File: config.mk
export PLATFORM = sky130hd
export DESIGN_NAME = alu_nibble_sequencer
export DESIGN_NICKNAME = d
export VERILOG_FILES = /design/src/rtl/alu_nibble_sequencer.sv
export SDC_FILE = /design/constraint.sdc
export NUM_CORES = 1
export LEC_CHECK = 0
export ABC_AREA = 0
export CORE_UTILIZATION = 35
export DETAILED_ROUTE_END_ITERATION = 8
export DONT_BUFFER_PORTS = 1
export HOLD_SLACK_MARGIN = 0.1
export MAX_ROUTING_LAYER = met4
export PLACE_DENSITY_LB_ADDON = 0.1
export SYNTH_ARGS = -nofsm -noshare
export SYNTH_HDL_FRONTEND = slang
export SYNTH_SLANG_ARGS = --single-unit
File: constraint.sdc
create_clock -name clk -period 1.9 [get_ports clk]
set_input_delay 0.285 -clock clk [delete_from_list [all_inputs] [get_ports clk]]
set_output_delay 0.285 -clock clk [all_outputs]
set_load 0.01 [all_outputs]
File: src/rtl/alu_nibble_sequencer.sv
// alu_nibble_sequencer: sequences WIDTH-bit AND/OR/ADD/SUB/SLT through a shared 4-bit ALU slice,
// one nibble per cycle LSB first, with valid/ready request and response handshakes.
module alu_nibble_sequencer #(
    parameter int WIDTH = 16
) (
    input  logic             clk,
    input  logic             rst_n,
    input  logic             req_valid,
    output logic             req_ready,
    input  logic [2:0]       req_op,
    input  logic [WIDTH-1:0] req_a,
    input  logic [WIDTH-1:0] req_b,
    input  logic             req_cin,
    output logic             rsp_valid,
    input  logic             rsp_ready,
    output logic [WIDTH-1:0] rsp_result,
    output logic             rsp_cout,
    output logic             rsp_illegal,
    output logic [3:0]       alu_a,
    output logic [3:0]       alu_b,
    output logic [2:0]       alu_op,
    output logic             alu_cin,
    input  logic [3:0]       alu_result,
    input  logic             alu_cout
);
    localparam int NIB = WIDTH / 4;
    localparam int IW = (NIB > 1) ? $clog2(NIB) : 1;
    localparam logic [IW-1:0] LAST = IW'(NIB - 1);
    typedef enum logic [1:0] {IDLE, RUN, DONE} state_t;
    state_t state;
    logic [WIDTH-1:0] a_q, b_q;
    logic [2:0] op_q;
    logic [IW-1:0] idx;
    logic [IW+1:0] base;
    logic carry, legal, less, run;
    assign base = {idx, 2'b00};
    assign run = state == RUN;
    assign legal = req_op inside {3'b000, 3'b001, 3'b010, 3'b110, 3'b111};
    assign req_ready = state == IDLE;
    assign alu_a = run ? a_q[base +: 4] : '0;
    assign alu_b = run ? b_q[base +: 4] : '0;
    assign alu_op = !run ? 3'b000 : (op_q == 3'b111) ? 3'b110 : op_q;
    assign alu_cin = run & carry;
    // signs differ: a is less exactly when negative; otherwise the sign of a-b decides
    assign less = (a_q[WIDTH-1] != b_q[WIDTH-1]) ? a_q[WIDTH-1] : alu_result[3];
    always_ff @(posedge clk or negedge rst_n) begin
        if (!rst_n) begin
            state       <= IDLE;
            a_q         <= '0;
            b_q         <= '0;
            op_q        <= '0;
            idx         <= '0;
            carry       <= 1'b0;
            rsp_result  <= '0;
            rsp_cout    <= 1'b0;
            rsp_illegal <= 1'b0;
            rsp_valid   <= 1'b0;
        end else begin
            case (state)
                IDLE: if (req_valid) begin
                    a_q         <= req_a;
                    b_q         <= req_b;
                    op_q        <= req_op;
                    idx         <= '0;
                    carry       <= (req_op == 3'b010) ? req_cin : req_op[2];
                    rsp_result  <= '0;
                    rsp_cout    <= 1'b0;
                    rsp_illegal <= !legal;
                    rsp_valid   <= !legal;
                    state       <= legal ? RUN : DONE;
                end
                RUN: begin
                    rsp_result[base +: 4] <= alu_result;
                    carry <= alu_cout & op_q[1];
                    idx   <= idx + 1'b1;
                    if (idx == LAST) begin
                        state     <= DONE;
                        rsp_valid <= 1'b1;
                        rsp_cout  <= (op_q == 3'b111) ? 1'b0 : alu_cout & op_q[1];
                        if (op_q == 3'b111) rsp_result <= WIDTH'(less);
                    end
                end
                DONE: if (rsp_ready) begin
                    rsp_valid <= 1'b0;
                    state     <= IDLE;
                end
                default: state <= IDLE;
            endcase
        end
    end
endmodule

Yosys cells after proc, flatten, opt, wreduce, memory -nomap -nowiden

Cells that the tools add are included.

Register bits: 59
Logic and storage cells: 69
Input port bits: 45

$add $sub $neg: 2
Mux-type cells: 28
Shifts and indexed selects: 4
Bitwise gates (word level): 2
Reduce and logical (&&, ||, !) cells: 11
Equality and inequality tests: 12

Operators by type and width:

| operator               | number |
|---|---|
| $mux 16                | 3 |
| $pmux 16 s2            | 1 |
| $shiftx 16x5->4        | 2 |
| $bwmux 16              | 1 |
| $shift 4x6->16 const A | 1 |
| $shiftx 4x6->16        | 1 |
| $mux 2                 | 5 |
| $eq 3x3->1 const B     | 3 |
| $mux 1                 | 9 |
| $mux 4                 | 2 |
| $mux 3                 | 2 |
| $neg 4->6              | 1 |
| $pmux 2 s3             | 1 |
| $reduce_and 3->1       | 2 |
| $reduce_bool 5->1      | 1 |
| $eq 2x2->1 const B     | 2 |
| $ne 2x2->1 const B     | 2 |
| $pmux 1 s2             | 2 |
| $pmux 2 s2             | 1 |
| $reduce_and 2->1       | 2 |
| $reduce_and 4->1       | 1 |
| $eq 3x1->1 const B     | 1 |
| $eq 3x2->1 const B     | 1 |
| $logic_not 3->1        | 1 |
| 10 further kinds       | 11 |

Logic depth before layout (Yosys ltp)

Word-level depth: 6
Depth in mapped cells: 8
Gate-level depth less buffers: 6

Least setup slack after synthesis

No wires, ideal clock.

Path type: register to register
Start point: register idx[0]
End point: register rsp_result[1]
Required time: 1.834 ns
Clock period less this slack: 1.819 ns
Stages on the path, launching flop included: 7
Setup slack: 0.081 ns
Data arrival time: 1.753 ns
Path through: dfrtp_1 buf_2 buf_6 inv_1 ha_1 nor4_2 a22o_1

Longest elaborated chain between the ends: 6
Elaborated cells between the ends (all ways): 8

RTL lines:

| what                                                     | RTL line | text |
|---|---|---|
| start: declaration                                       | 33       | `logic [IW-1:0] idx;` |
| start signal: assignment                                 | 75       | `idx <= idx + 1'b1;` |
| $neg 4->6                                                | 73       | `rsp_result[base +: 4] <= alu_result;` |
| $shiftx 4x6->16 / $shift 4x6->16 (equally long branches) | 73       |  |
| $bwmux 16                                                | 73       |  |
| $mux 16                                                  | 80       | `if (op_q == 3'b111) rsp_result <= WIDTH'(less);` |
| $mux 16 *                                                | 76       | `if (idx == LAST) begin` |
| $pmux 16 s2 *                                            | 59       | `case (state)` |
| end signal: indexed assignment                           | 73       |  |
| end signal: assignment                                   | 80       |  |
| end: declaration                                         | 16       | `output logic [WIDTH-1:0] rsp_result,` |

Mark *: on every way between the ends. The rest lies on a longest branch, timed or not.
A chain may end at the register's enable or synchronous reset.

Worst setup path after layout

Start point: register idx[0]
End point: output alu_a[3]

Longest elaborated chain between the ends: 2

RTL lines:

| what             | RTL line | text |
|---|---|---|
| $shiftx 16x5->4  | 40       | `assign alu_a = run ? a_q[base +: 4] : '0;` |
| $mux 4           | 40       |  |
| end: declaration | 19       | `output logic [3:0] alu_a,` |

No other way between the ends.

==> qor.tcl <==
set qor(status) {complete, no violations}
set qor(gr-usage-met3) 0.0390
set qor(floorplan.initialDensity) 0.363
set qor(synth_enable_flop_cells) 0
set qor(numPortBuffers) 0
set qor(floorplan.core_area_mm2) 0.00777
set qor(critical_path_peak_fanout) 8
set qor(ratio_of_final_minimum_period_to_clock_period) 0.981
set qor(cts_buffers) 9
set qor(via_count) 1858
set qor(timing_max_transition_violations_final) 0
set qor(routed_vias_inst) 5.10
set qor(timing.final.crit_period_ps) 1860
set qor(final_cell_mix) {59 x dfrtp_1, 37 x dlygate4sd3_1, 36 x mux2_2, 15 x a22o_1, 10 x inv_1}
set qor(floorplan.die.height_um) 91.7
set qor(upper_clock_frequency_limit_mhz) 536
set qor(synthesis.area_per_instance_um2) 13.7
set qor(cts_max_path_buffers) 2
set qor(root_buffer) {clkbuf_8}
set qor(hold_viol_final) 0
set qor(total_wire_length_mm) 6.36
set qor(netlist_area_mm2) 0.00282
set qor(tritoncts) {yes}
set qor(synth_seq_area_share) 0.524
set qor(maxCapViolCount) 0
set qor(endpoint_kind) {primary output}
set qor(wl_per_cell_um) 17.5
set qor(worst_hold_check_path_type) {input pin to flip-flop}
set qor(grt_setup_unrepaired) {yes}
set qor(total_leakage_power_nw) 1.60
set qor(grt_max_degree) 60
set qor(cts.htree.levels) 3
set qor(timing.critical_path.arrival_ps) 1580
set qor(grt-busiest-layer) {met2}
set qor(diodes_inserted) 0
set qor(critical_path_required_ps) 1620
set qor(timing.final.setup_violations) 0
set qor(seqCellArea_mm2) 0.00148
set qor(yosys_warnings) 0
set qor(multiInputGateArea_mm2) 0.00128
set qor(mostFrequentLayoutCell) {dfrtp_1}
set qor(finish.net_count) 313
set qor(hpwlAfterDp_mm) 4.45
set qor(maxSlewHeadroom) 0.704
set qor(stdcell_area_mm2) 0.00364
set qor(worstSetupStartpointType) {flip-flop}
set qor(row_count) 32
set qor(nFillCells) 710
set qor(start_to_end_type_of_the_worst_setup_path) {flip-flop to primary output}
set qor(tritoncts_num_sinks) 59
set qor(placed_cell_area_mm2) 0.00299
set qor(drive_above_1_share) 0.336
set qor(clk-insertion-delay-late_ps) 330
set qor(antenna_found_initial) 0
set qor(grt.met2_usage) 0.281
set qor(groute.layer.met1.usage) 0.217
set qor(max-vdd-ir-drop_v) 0.000732
set qor(synth.ff_latch_count) 59
set qor(globalRoute.totalOverflow) 0
set qor(detailedRoute.firstPassIterationCount) 4
set qor(powerDensity_mw_per_mm2) 1460
set qor(asyncSetResetFlopFracSynth) 1.00
set qor(syn_to_final_growth_pct) 29.3
set qor(synth_nets) 261
set qor(cts.reportedPaths.clkPinSlew_ps) 70
set qor(via_count_of_the_first_global_routing_pass) 2099
set qor(synthDistinctLibCells) 35
set qor(stdcell_count) 364
set qor(route.antenna.remaining_nets) 0
set qor(synthCells) 206
set qor(placedCellCount) 310
set qor(gp_congestion) 0.747
set qor(skew_ps) 7.19
set qor(design.portCount) 77
set qor(die_area_mm2) 0.00841
set qor(grt.total_usage) 0.175
set qor(fp.dieW_um) 91.7
set qor(detail_route.iter0.violations) 48
set qor(grt_first_pass_wirelength_mm) 10.9
set qor(max_slew.worst_pin.slew_ps) 445
set qor(drc) 0
set qor(synth-main-ff-cell) {dfrtp_1}
==> critical path, stage by stage (launching register included) <==
cell     delay (ps)
dfrtp_1         410
buf_12          160
mux4_2          510
and2_4          170
==> sequential cells by signal (all words and copies together), names as in the netlist <==
name / count
a_q: 16
b_q: 16
rsp_result: 16
op_q: 3
idx: 2
state: 2
carry: 1
rsp_cout: 1
rsp_illegal: 1
rsp_valid: 1
==> cell usage after synthesis, types with 2 or more instances <==
cell / count / area [um2]
a21oi_1: 3 / 15.0
a22o_1: 15 / 131
and2_1: 11 / 68.8
buf_2: 5 / 25.0
clkbuf_1: 2 / 7.51
dfrtp_1: 59 / 1480
ha_1: 10 / 125
inv_1: 10 / 37.5
mux2_2: 36 / 405
mux2i_1: 4 / 40.0
mux4_2: 8 / 180
nand2_1: 9 / 33.8
nand3_1: 3 / 15.0
nor2_1: 2 / 7.51
nor3_4: 2 / 32.5
o21ai_0: 5 / 25.0
o21ai_1: 4 / 20.0
==> what timing repair did <==
action,4_1_cts,5_1_grt
buffers inserted,1,0
hold buffers,36,2
endpoints found under the setup margin,8,11
pin swaps,2,6
resized for setup,10,5
hold endpoints to repair,103,2
==> cell families after synthesis <==
| family | count (synthesis) | share of synthesized area |
|---|---|---|
| flip-flops | 59 | 0.524 |
| buffers and inverters | 19 | 0.0315 |
| adder cells (fa/ha/maj) | 11 | 0.0480 |
| AO/OA/AOI/OAI | 36 | 0.0933 |
| AND/OR/NAND/NOR | 32 | 0.0759 |
| multiplexers | 49 | 0.227 |
==> worst paths after layout <==
kind / cells past startpoint / end / from / slack [ps]
max: 3 / alu_a[3] / idx[0]$_DFFE_PN0P_ / 40
min: 1 / b_q[1]$_DFFE_PN0P_ / req_b[1] / 120
max reg2reg: 6 / rsp_result[10]$_DFFE_PN0P_ / idx[0]$_DFFE_PN0P_ / 100
min reg2reg: 1 / carry$_DFFE_PN0P_ / carry$_DFFE_PN0P_ / 490
max in group asynchronous: 2 / state[0]$_DFFE_PN0P_ / rst_n / 1130
min in group asynchronous: 2 / rsp_result[7]$_DFFE_PN0P_ / rst_n / 510
==> power by group <==
part	internal, W	switching [W]
clock	0.000729	0.000477
sequential	0.00174	0.000324
combinational	0.00113	0.000917
total	0.00360	0.00172
==> metrics by stage <==
stage / setup TNS [ps] / hold slack [ps] / power [W] / util / worst slack, ps
finish: 0 / 117 / 0.00532 / 0.469 / 35.5
global route: -103 / 102 / 0.00568 / 0.469 / -48.8
CTS: 0 / 100 / 0.00535 / 0.465 / 1.49
detailed placement: 0 / -8.76 / 0.00394 / 0.385 / 134
global placement: 0 / -9.05 / 0.00381 / 0.385 / 198
floorplan: 0 / -10.6 / 0.00345 / - / 80.9
==> layer usage <==
layer  wire length (um)  up-vias  part of all wire
met2               3240       56              0.51
met1               2740      935              0.43
li1                   -      858                 -
met4                 84        0             0.013
met3                289        9             0.045
met5                  0        -                 0
==> cell type report <==
type,instances,area share
clock buffers,10,0.0350
clock inverters,5,0.0216
inverters,10,0.0103
multi-input cells,128,0.351
flip-flops and latches,59,0.405
well taps,102,0.0350
repair buffers,50,0.142
(Power assumes the default switching activity.)
